[config.mk]
export PLATFORM = sky130hd
export DESIGN_NAME = rob_commit_unit_flat
export DESIGN_NICKNAME = d
export VERILOG_FILES = /design/src/rtl/rob_commit_if.sv /design/src/rtl/rob_commit_unit.sv /design/src/flat_wrapper.sv
export SDC_FILE = /design/constraint.sdc
export NUM_CORES = 2
export LEC_CHECK = 0
export BUFFER_PORTS_ARGS = -buffer_cell sky130_fd_sc_hd__buf_2
export CAP_MARGIN = 15
export CORE_ASPECT_RATIO = 1.1
export CORE_UTILIZATION = 50
export CTS_BUF_LIST = sky130_fd_sc_hd__clkbuf_16
export DETAILED_ROUTE_END_ITERATION = 10
export HOLD_SLACK_MARGIN = 0.05
export PLACE_DENSITY_LB_ADDON = 0.1
export SYNTH_ARGS = -nofsm -noshare
export SYNTH_HDL_FRONTEND = slang
export SYNTH_SLANG_ARGS = --single-unit
[constraint.sdc]
create_clock -name clk -period 5 [get_ports clk]
set_input_delay 0.5 -clock clk [delete_from_list [all_inputs] [get_ports clk]]
set_output_delay 0.5 -clock clk [all_outputs]
set_load 0.03 [all_outputs]
[src/rtl/rob_commit_if.sv]
// Bundle of the reorder buffer's decoder, operand-query, writeback and
// retirement signals. The slave side is the reorder buffer itself; the
// master side is whatever drives issue/writeback and consumes commits.
interface rob_commit_if #(
    parameter int ROB_W = 4
);
    // Issue from the decoder
    logic             issue_valid;
    logic [4:0]       issue_rd;
    logic             issue_is_branch;
    logic             issue_is_store;
    logic             issue_pred_taken;
    logic [31:0]      issue_alt_pc;
    logic             issue_done;
    logic [31:0]      issue_value;
    logic             rob_full;
    logic [ROB_W-1:0] rob_tail_id;

    // Operand lookup by producer id
    logic [ROB_W-1:0] query_id1;
    logic [ROB_W-1:0] query_id2;
    logic             query_ready1;
    logic             query_ready2;
    logic [31:0]      query_value1;
    logic [31:0]      query_value2;

    // Writeback buses
    logic             rs_ready;
    logic [ROB_W-1:0] rs_rob_id;
    logic [31:0]      rs_value;
    logic             lsb_ready;
    logic [ROB_W-1:0] lsb_rob_id;
    logic [31:0]      lsb_value;

    // Retirement and flush
    logic             commit_valid;
    logic [4:0]       commit_rd;
    logic [31:0]      commit_value;
    logic [ROB_W-1:0] commit_rob_id;
    logic             commit_store;
    logic             rob_clear;
    logic [31:0]      redirect_pc;

    modport slave (
        input  issue_valid, issue_rd, issue_is_branch, issue_is_store,
               issue_pred_taken, issue_alt_pc, issue_done, issue_value,
               query_id1, query_id2,
               rs_ready, rs_rob_id, rs_value,
               lsb_ready, lsb_rob_id, lsb_value,
        output rob_full, rob_tail_id,
               query_ready1, query_ready2, query_value1, query_value2,
               commit_valid, commit_rd, commit_value, commit_rob_id,
               commit_store, rob_clear, redirect_pc
    );

    modport master (
        output issue_valid, issue_rd, issue_is_branch, issue_is_store,
               issue_pred_taken, issue_alt_pc, issue_done, issue_value,
               query_id1, query_id2,
               rs_ready, rs_rob_id, rs_value,
               lsb_ready, lsb_rob_id, lsb_value,
        input  rob_full, rob_tail_id,
               query_ready1, query_ready2, query_value1, query_value2,
               commit_valid, commit_rd, commit_value, commit_rob_id,
               commit_store, rob_clear, redirect_pc
    );
endinterface

[src/rtl/rob_commit_unit.sv]
// Reorder buffer: allocates one entry per issued instruction, captures
// results from the RS/ALU and LSB writeback buses, retires strictly in
// program order one entry per cycle, and flushes on a mispredicted branch.
module rob_commit_unit #(
    parameter int ROB_W = 4
) (
    input logic         clk,
    input logic         rst,
    input logic         rdy,
    rob_commit_if.slave bus
);
    localparam int DEPTH = 1 << ROB_W;
    localparam logic [ROB_W:0] CNT_FULL = (ROB_W + 1)'(DEPTH);
    localparam logic [ROB_W:0] CNT_ALMOST = (ROB_W + 1)'(DEPTH - 1);

    // Control state
    logic [ROB_W-1:0] head;
    logic [ROB_W-1:0] tail;
    logic [ROB_W:0]   count;
    logic [DEPTH-1:0] busy;
    logic [DEPTH-1:0] done;

    // Entry payload (not reset; only meaningful while busy)
    logic [4:0]  rd_q        [DEPTH];
    logic [31:0] value_q     [DEPTH];
    logic        is_branch_q [DEPTH];
    logic        is_store_q  [DEPTH];
    logic        pred_q      [DEPTH];
    logic [31:0] alt_pc_q    [DEPTH];

    // Registered outputs
    logic             commit_valid_r;
    logic [4:0]       commit_rd_r;
    logic [31:0]      commit_value_r;
    logic [ROB_W-1:0] commit_rob_id_r;
    logic             commit_store_r;
    logic             rob_clear_r;
    logic [31:0]      redirect_pc_r;

    // Local copies of the writeback buses
    logic             rs_ready;
    logic [ROB_W-1:0] rs_rob_id;
    logic [31:0]      rs_value;
    logic             lsb_ready;
    logic [ROB_W-1:0] lsb_rob_id;
    logic [31:0]      lsb_value;

    assign rs_ready   = bus.rs_ready;
    assign rs_rob_id  = bus.rs_rob_id;
    assign rs_value   = bus.rs_value;
    assign lsb_ready  = bus.lsb_ready;
    assign lsb_rob_id = bus.lsb_rob_id;
    assign lsb_value  = bus.lsb_value;

    logic count_full;
    logic commit_fire;
    logic mispredict;
    logic issue_accept;
    logic rs_wb;
    logic lsb_wb;

    // Datapath decisions for this cycle; commit uses registered done only,
    // so a writeback to the head retires one edge later at the earliest.
    always_comb begin
        count_full   = (count == CNT_FULL);
        commit_fire  = (count != '0) && busy[head] && done[head] && !rob_clear_r;
        mispredict   = commit_fire && is_branch_q[head] &&
                       (value_q[head][0] != pred_q[head]);
        issue_accept = bus.issue_valid && !rob_clear_r && !count_full;
        rs_wb        = rs_ready && !rob_clear_r && busy[rs_rob_id];
        lsb_wb       = lsb_ready && !rob_clear_r && busy[lsb_rob_id];
    end

    // Operand lookup: stored result first, then same-cycle RS bypass, then LSB.
    function automatic logic [32:0] lookup(input logic [ROB_W-1:0] id);
        logic [32:0] r;
        r = '0;
        if (busy[id]) begin
            if (done[id])
                r = {1'b1, value_q[id]};
            else if (rs_ready && rs_rob_id == id)
                r = {1'b1, rs_value};
            else if (lsb_ready && lsb_rob_id == id)
                r = {1'b1, lsb_value};
        end
        return r;
    endfunction

    logic [32:0] q1;
    logic [32:0] q2;

    // Both query ports resolve through the same lookup.
    always_comb begin
        q1 = lookup(bus.query_id1);
        q2 = lookup(bus.query_id2);
    end

    assign bus.query_ready1 = q1[32];
    assign bus.query_value1 = q1[31:0];
    assign bus.query_ready2 = q2[32];
    assign bus.query_value2 = q2[31:0];

    assign bus.rob_full = count_full ||
                          (count == CNT_ALMOST && bus.issue_valid && !commit_fire);
    assign bus.rob_tail_id   = tail;
    assign bus.commit_valid  = commit_valid_r;
    assign bus.commit_rd     = commit_rd_r;
    assign bus.commit_value  = commit_value_r;
    assign bus.commit_rob_id = commit_rob_id_r;
    assign bus.commit_store  = commit_store_r;
    assign bus.rob_clear     = rob_clear_r;
    assign bus.redirect_pc   = redirect_pc_r;

    // Entry payload capture: issue fills the tail, writebacks update results
    // (RS written last so it wins on an illegal id collision).
    always_ff @(posedge clk) begin
        if (rdy) begin
            if (issue_accept) begin
                rd_q[tail]        <= bus.issue_rd;
                value_q[tail]     <= bus.issue_value;
                is_branch_q[tail] <= bus.issue_is_branch;
                is_store_q[tail]  <= bus.issue_is_store;
                pred_q[tail]      <= bus.issue_pred_taken;
                alt_pc_q[tail]    <= bus.issue_alt_pc;
            end
            if (lsb_wb)
                value_q[lsb_rob_id] <= lsb_value;
            if (rs_wb)
                value_q[rs_rob_id] <= rs_value;
        end
    end

    // Pointers, occupancy, entry status and retirement/flush outputs.
    always_ff @(posedge clk) begin
        if (rst) begin
            head            <= '0;
            tail            <= '0;
            count           <= '0;
            busy            <= '0;
            done            <= '0;
            commit_valid_r  <= 1'b0;
            commit_rd_r     <= '0;
            commit_value_r  <= '0;
            commit_rob_id_r <= '0;
            commit_store_r  <= 1'b0;
            rob_clear_r     <= 1'b0;
            redirect_pc_r   <= '0;
        end else if (rdy) begin
            if (issue_accept) begin
                busy[tail] <= 1'b1;
                done[tail] <= bus.issue_done;
                tail       <= tail + 1'b1;
            end
            if (lsb_wb)
                done[lsb_rob_id] <= 1'b1;
            if (rs_wb)
                done[rs_rob_id] <= 1'b1;

            commit_valid_r <= commit_fire;
            commit_store_r <= commit_fire && is_store_q[head];
            if (commit_fire) begin
                busy[head]      <= 1'b0;
                head            <= head + 1'b1;
                commit_rob_id_r <= head;
                commit_rd_r     <= (is_branch_q[head] || is_store_q[head]) ? 5'd0 : rd_q[head];
                commit_value_r  <= value_q[head];
            end

            count <= count + (ROB_W + 1)'(issue_accept) - (ROB_W + 1)'(commit_fire);

            // A mispredicted branch at the head empties the whole buffer.
            rob_clear_r <= mispredict;
            if (mispredict) begin
                redirect_pc_r <= alt_pc_q[head];
                head          <= '0;
                tail          <= '0;
                count         <= '0;
                busy          <= '0;
            end
        end else begin
            commit_valid_r <= 1'b0;
            commit_store_r <= 1'b0;
            rob_clear_r    <= 1'b0;
        end
    end
endmodule

[src/flat_wrapper.sv]
// flat-port wrapper written by rule: the top's interface ports become plain ports
module rob_commit_unit_flat 
#(
    parameter int ROB_W = 4
)
  (clk, rst, rdy, bus_issue_valid, bus_issue_rd, bus_issue_is_branch, bus_issue_is_store, bus_issue_pred_taken, bus_issue_alt_pc, bus_issue_done, bus_issue_value, bus_query_id1, bus_query_id2, bus_rs_ready, bus_rs_rob_id, bus_rs_value, bus_lsb_ready, bus_lsb_rob_id, bus_lsb_value, bus_rob_full, bus_rob_tail_id, bus_query_ready1, bus_query_ready2, bus_query_value1, bus_query_value2, bus_commit_valid, bus_commit_rd, bus_commit_value, bus_commit_rob_id, bus_commit_store, bus_rob_clear, bus_redirect_pc);
  rob_commit_if #(.ROB_W(ROB_W)) bus_i ();
  input logic clk;
  input logic rst;
  input logic rdy;
  input wire logic [$bits(bus_i.issue_valid)-1:0] bus_issue_valid;
  input wire logic [$bits(bus_i.issue_rd)-1:0] bus_issue_rd;
  input wire logic [$bits(bus_i.issue_is_branch)-1:0] bus_issue_is_branch;
  input wire logic [$bits(bus_i.issue_is_store)-1:0] bus_issue_is_store;
  input wire logic [$bits(bus_i.issue_pred_taken)-1:0] bus_issue_pred_taken;
  input wire logic [$bits(bus_i.issue_alt_pc)-1:0] bus_issue_alt_pc;
  input wire logic [$bits(bus_i.issue_done)-1:0] bus_issue_done;
  input wire logic [$bits(bus_i.issue_value)-1:0] bus_issue_value;
  input wire logic [$bits(bus_i.query_id1)-1:0] bus_query_id1;
  input wire logic [$bits(bus_i.query_id2)-1:0] bus_query_id2;
  input wire logic [$bits(bus_i.rs_ready)-1:0] bus_rs_ready;
  input wire logic [$bits(bus_i.rs_rob_id)-1:0] bus_rs_rob_id;
  input wire logic [$bits(bus_i.rs_value)-1:0] bus_rs_value;
  input wire logic [$bits(bus_i.lsb_ready)-1:0] bus_lsb_ready;
  input wire logic [$bits(bus_i.lsb_rob_id)-1:0] bus_lsb_rob_id;
  input wire logic [$bits(bus_i.lsb_value)-1:0] bus_lsb_value;
  output wire logic [$bits(bus_i.rob_full)-1:0] bus_rob_full;
  output wire logic [$bits(bus_i.rob_tail_id)-1:0] bus_rob_tail_id;
  output wire logic [$bits(bus_i.query_ready1)-1:0] bus_query_ready1;
  output wire logic [$bits(bus_i.query_ready2)-1:0] bus_query_ready2;
  output wire logic [$bits(bus_i.query_value1)-1:0] bus_query_value1;
  output wire logic [$bits(bus_i.query_value2)-1:0] bus_query_value2;
  output wire logic [$bits(bus_i.commit_valid)-1:0] bus_commit_valid;
  output wire logic [$bits(bus_i.commit_rd)-1:0] bus_commit_rd;
  output wire logic [$bits(bus_i.commit_value)-1:0] bus_commit_value;
  output wire logic [$bits(bus_i.commit_rob_id)-1:0] bus_commit_rob_id;
  output wire logic [$bits(bus_i.commit_store)-1:0] bus_commit_store;
  output wire logic [$bits(bus_i.rob_clear)-1:0] bus_rob_clear;
  output wire logic [$bits(bus_i.redirect_pc)-1:0] bus_redirect_pc;
  assign bus_i.issue_valid = bus_issue_valid;
  assign bus_i.issue_rd = bus_issue_rd;
  assign bus_i.issue_is_branch = bus_issue_is_branch;
  assign bus_i.issue_is_store = bus_issue_is_store;
  assign bus_i.issue_pred_taken = bus_issue_pred_taken;
  assign bus_i.issue_alt_pc = bus_issue_alt_pc;
  assign bus_i.issue_done = bus_issue_done;
  assign bus_i.issue_value = bus_issue_value;
  assign bus_i.query_id1 = bus_query_id1;
  assign bus_i.query_id2 = bus_query_id2;
  assign bus_i.rs_ready = bus_rs_ready;
  assign bus_i.rs_rob_id = bus_rs_rob_id;
  assign bus_i.rs_value = bus_rs_value;
  assign bus_i.lsb_ready = bus_lsb_ready;
  assign bus_i.lsb_rob_id = bus_lsb_rob_id;
  assign bus_i.lsb_value = bus_lsb_value;
  assign bus_rob_full = bus_i.rob_full;
  assign bus_rob_tail_id = bus_i.rob_tail_id;
  assign bus_query_ready1 = bus_i.query_ready1;
  assign bus_query_ready2 = bus_i.query_ready2;
  assign bus_query_value1 = bus_i.query_value1;
  assign bus_query_value2 = bus_i.query_value2;
  assign bus_commit_valid = bus_i.commit_valid;
  assign bus_commit_rd = bus_i.commit_rd;
  assign bus_commit_value = bus_i.commit_value;
  assign bus_commit_rob_id = bus_i.commit_rob_id;
  assign bus_commit_store = bus_i.commit_store;
  assign bus_rob_clear = bus_i.rob_clear;
  assign bus_redirect_pc = bus_i.redirect_pc;
  rob_commit_unit #(.ROB_W(ROB_W)) u_core (.clk(clk), .rst(rst), .rdy(rdy), .bus(bus_i));
endmodule
## Word level (Yosys, flattened, before mapping)

Memory sizes are Yosys's and may differ from the RTL's. A register that Yosys moved wholly into a read port is not among the register bits.
Cells that the tools add are included.

- Register bits after elaboration: 89
- Bits in writable memories: 1152
- Memories kept: 6

- Reductions and logical operators: 35
- Add/sub/neg operators: 4
- Bitwise operators: 6
- Multiplexer cells: 70
- $lt $le $gt $ge: 10
- Eq/ne operators: 7

Memories:

| memory | words | bits a word | rd ports | clocked after Yosys merged registers in | write ports | RTL line | RTL |
|---|---|---|---|---|---|---|---|
| u_core.alt_pc_q | 16 | 32 | 1 | 1 | 1 | rob_commit_unit.sv:29 | `logic [31:0] alt_pc_q [DEPTH];` |
| u_core.value_q | 16 | 32 | 3 | 1 | 3 | rob_commit_unit.sv:25 | `logic [31:0] value_q [DEPTH];` |
| u_core.rd_q | 16 | 5 | 1 | 1 | 1 | rob_commit_unit.sv:24 | `logic [4:0] rd_q [DEPTH];` |
| u_core.is_branch_q | 16 | 1 | 1 | 1 | 1 | rob_commit_unit.sv:26 | `logic is_branch_q [DEPTH];` |
| u_core.is_store_q | 16 | 1 | 1 | 1 | 1 | rob_commit_unit.sv:27 | `logic is_store_q [DEPTH];` |
| u_core.pred_q | 16 | 1 | 1 | 1 | 1 | rob_commit_unit.sv:28 | `logic pred_q [DEPTH];` |

Operator list:

| operator | count |
|---|---|
| $mux W33 | 8 |
| $mux W16 | 12 |
| $mux W4 | 14 |
| $or A16 B16 Y16 | 3 |
| $bmux W1 S4 | 8 |
| $lt A4 B5 Y1 const B | 6 |
| $logic_and A1 B1 Y1 | 22 |
| $mux W1 | 21 |
| $and A16 B16 Y16 | 1 |
| $bwmux W16 | 1 |
| $demux W1 S4 | 4 |
| $eq A4 B4 Y1 | 4 |
| $ge A4 B1 Y1 const B | 4 |
| $not A16 Y16 | 1 |
| $mux W5 | 2 |
| $add A4 B1 Y4 const B | 2 |
| $reduce_and A2 Y1 | 4 |
| $add A5 B1 Y5 | 1 |
| $eq A5 B4 Y1 const B | 1 |
| $eq A5 B5 Y1 const B | 1 |
| $reduce_bool A5 Y1 | 1 |
| $sub A5 B1 Y5 | 1 |
| $reduce_bool A2 Y1 | 2 |
| $logic_not A1 Y1 | 3 |
| 4 further kinds | 5 |

## Logic depth before layout (Yosys ltp)

- Word-level depth: 14
- Mapped depth: 19
- Depth with buffers taken out: 18

## Worst setup path before layout

OpenSTA, ideal clock, no wires.

- Path type: input to register
- Start: input port bus_rs_rob_id[0]
- End: memory u_core.value_q[11][0] (enable)
- Path slack: 1390 ps
- Stages: 7
- Library setup time: 563 ps
- Path buffers: 3
- Data required time: 4437 ps
- Data arrival time: 3047 ps
- Cell sequence: clkbuf_1 mux4_2 and3b_1 nand3_1 clkbuf_1 clkbuf_1 nand3_1

RTL lines:

| item | RTL line | RTL |
|---|---|---|
| start: declaration | flat_wrapper.sv:22 | `input wire logic [$bits(bus_i.rs_rob_id)-1:0] bus_rs_rob_id;` |
| end: declaration | rob_commit_unit.sv:25 |  |

## Worst setup path after layout

- Start: register u_core.done[10]
- End: output port bus_query_value1[0]

- Word-level cells in the longest chain between the ends: 4

RTL lines:

| item | RTL line | RTL |
|---|---|---|
| start: declaration | rob_commit_unit.sv:21 | `logic [DEPTH-1:0] done;` |
| start signal: indexed assignment | rob_commit_unit.sv:151 | `done[tail] <= bus.issue_done;` |
| $bmux W1 S4 | rob_commit_unit.sv:79 | `if (done[id])` |
| $mux W1 (not written as such) | rob_commit_unit.sv:79 |  |
| $mux W33 | rob_commit_unit.sv:79 |  |
| $mux W33 | rob_commit_unit.sv:78 | `if (busy[id]) begin` |
| end: declaration | flat_wrapper.sv:31 | `output wire logic [$bits(bus_i.query_value1)-1:0] bus_query_value1;` |

Every way passes these cells. The select of a mux whose other input is x is not followed.

==> summary.md <==
| Metric | Value |
|---|---|
| Startpoint types | `flip-flop` |
| Core ar. | `138,000 um2` |
| FMAX | `208 MHz` |
| Worst Hold Class | `input pin to flip-flop` |
| Synth top area share | `49.4%` |
| P_leak | `29.3 nW` |
| Post-Synthesis Cells | `4,884` |
| Final-report max-slew violation count | `0` |
| Worst setup path class | `flip-flop to primary output` |
| First-pass GRT wire length | `341,000 um` |
| Later-pin clock latency in the skew report | `0.80 ns` |
| Detailed placement HPWL | `132,000 um` |
| Gpl congestion | `0.876` |
| Vias in the first global route | `45,800` |
| Hold depth | `1` |
| CTS resizes | `0` |
| Syn Nets | `5,059` |
| Multiplexer share of the synthesized area | `31.6%` |
| Maximum vdd drop | `0.355 mV` |
| Critical Path RT | `4.50 ns` |
| Vias per inst | `6.86` |
| Status | `completed` |
| Die Area | `141,000 um2` |
| CTS clk-pin slew, worst paths | `0.06 ns` |
| # IOs | `306` |
| Final Non-Filler Cells | `6,853` |
| Total congestion overflow | `0` |
| Power Density | `306 nW/um2` |
| RSZ-0062 raised after global routing | `no` |
| 1st-iter DRT viols | `6,640` |
| Adder-Cell Fraction of Synth Area | `0.297%` |
| Cell taking the most area after synthesis | `edfxtp_1` |
| Htree depth | `4` |
| Main synth FF type | `edfxtp_1` |
| Post-synthesis xor/xnor area fraction | `0.275%` |
| Synth Warn # | `0` |
| Via count | `47,000` |
| PortBufs | `305` |
| Post-Syn Area | `70,000 um2` |
| Post-synthesis simple-gate area fraction | `5.35%` |
| Drt total wl | `241,000 um` |
| Largest family of logic cells by synthesized area | `multiplexers` |
| Filler instances | `11,100` |
| Setup TNS | `0 ns` |
| Clk Tree Root Cell | `clkbuf_16` |
| Minimum clock period | `4.80 ns` |
| Dpl cells | `6,550` |
| Clk buf depth | `3` |
| Initial antenna violation count | `29` |
| Global routing met1 resource utilization | `44.8%` |
| Total GRT Usage | `34.1%` |
| Yosys cell types | `60` |
| Total CTS buffers | `141` |
| Register area | `37,100 um2` |
| Synth Area in Compound Gates | `6.08%` |
| Most frequent cells in the layout | `edfxtp_1, mux4_2, mux2i_1` |
| Drt drc | `0` |
| Fraction of layout cells with a size suffix above 1 | `28.2%` |
| Final hold slack | `0.0943 ns` |
| Clk sinks | `1,277` |
| CP Capture Type | `primary output` |
| Row count | `143` |
| Critical path arrival | `4.30 ns` |
| Maximum net fanout on the critical path | `64` |
| Drt wl/cell | `35.2 um` |
| Area of the multi-input gates | `31,000 um2` |
| Fin Clk Skew | `0.0210 ns` |
| DRT antenna net count | `0` |
| Ranking of synthesized cells by area | `edfxtp_1, mux4_2, mux2i_1` |
| Number of flops mapped to enable cells by yosys | `1,152` |
| Headroom to the max-slew limit | `20.6%` |
| M2 GR Usage | `53.9%` |
| Synthesis-stage register bit count | `1,277` |
| Area growth, synth to finish | `11.3%` |
| Crit share post-route | `96.0%` |
| Count of final setup violators | `0` |
| DRT Pass-1 Iters | `6` |
| Max Cap Viol | `0` |
| Seq/Total Area, Yosys | `53.0%` |
| CTS tree | `yes` |
| Mean Syn Cell Area | `14.3 um2` |
| Most common cell after layout, fill and taps aside | `edfxtp_1` |
| Worst Reg-to-Reg Cells | `16` |
| Largest net degree at the start of global routing | `99` |
| Die width | `359 um` |
| Die Y | `394 um` |
| Slew @ Worst Pin | `1.19 ns` |
| Initial cell density of the core | `50.5%` |
| Fin. Hold Viols | `0` |
| FFs w/ async S/R, synth | `0%` |
| NumNets Final | `5,086` |
| Post-CTS Setup Repair Bufs | `0` |
| Met3 usage | `7.86%` |
| Top Usage Layer GRT | `met2` |
| Final core occ | `56.3%` |
-- routing by layer --
layer | wire length, um | up-vias
li1 | - | 19400
met1 | 89300 | 24100
met2 | 115000 | 2850
met3 | 24600 | 659
met4 | 11900 | 36
met5 | 209 | -
-- cell families (layout without fill, tap and decap cells) --
group | count (synthesis) | in the layout
xor+xnor | 22 | 22
simple gates | 864 | 864
other cells | 0 | 11
mux | 1323 | 1323
buf+inv | 604 | 750
compound gates | 778 | 778
fa+ha+maj | 16 | 16
flops | 1277 | 1277
-- layout make-up --
class | instances | share of cell area [%]
Inverter | 34 | 0.165
Sequential cell | 1277 | 47.7
Tap cell | 1812 | 2.91
Clock inverter | 118 | 1.04
Timing Repair Buffer | 454 | 3.73
Multi-Input combinational cell | 3003 | 39.8
Clock buffer | 144 | 4.63
Antenna cell | 11 | 0.0353
-- registers in the layout (all words and copies together), names as in the netlist, 5 cells and up, named ones only --
| register | flops |
|---|---|
| u_core.bus.commit_value | 32 |
| u_core.is_branch_q | 16 |
| u_core.bus.commit_rd | 5 |
| u_core.bus.redirect_pc | 32 |
| u_core.is_store_q | 16 |
| u_core.alt_pc_q | 512 |
| u_core.pred_q | 16 |
| u_core.count | 5 |
| u_core.busy | 16 |
| u_core.value_q | 512 |
| u_core.rd_q | 80 |
| u_core.done | 16 |
-- critical path: stages (launching register included) --
cell and delay (ns):
dfxtp_1 0.38, mux4_2 0.47, mux2_2 0.29, o21ai_4 0.13
buf_4 0.82, nor2_1 0.12, a211oi_1 0.86, buf_4 0.23
buf_2 0.19
-- per-stage QoR --
stage	power, mW	worst slack, ns	area (um2)
after floorplan	13.2	1.39	70000
after global placement	13.8	0.413	73200
after detailed placement	13.8	0.446	73200
after CTS	23.9	0.211	77900
after global routing	24.4	0.0883	77900
final	23.8	0.202	77900
-- final timing paths --
path                                                  from                                  endpoint  slack (ns)
hold reg to reg   u_core.bus.commit_value[15]$_SDFFE_PP0P_  u_core.bus.commit_value[15]$_SDFFE_PP0P_        0.47
setup / recovery              u_core.done[10]$_SDFFE_PP0P_                       bus_query_value1[0]        0.20
hold / removal                             bus_issue_rd[3]              u_core.rd_q[15][3]$_DFFE_PP_        0.09
setup reg to reg               u_core.head[1]$_SDFFE_PP0P_              u_core.count[4]$_SDFFE_PP0P_        1.30
-- synthesized netlist by cell type (all sizes together), types with 14 or more instances --
library cell and n:
a22oi 18, nand2 71, nor2 588, dfxtp 125, mux4 706, edfxtp 1152
nand2b 71, inv 34, xor2 14, mux2i 614, o21ai 63, nand3 67
clkbuf 386, a21oi 573, a211oi 83, a31oi 18, buf 184, ha 15
-- where the power goes --
part           internal, mW  switching (mW)
Sequential             11.7          0.0467
Clock                  5.62            4.52
Combinational         0.748            1.14
Total                  18.1            5.71
-- timing repair --
item	CTS	global route
hold buffers	30	0
endpoints found under the hold margin	356	0
endpoints found under the setup margin	0	0
Power figures use the tool's default switching activity.
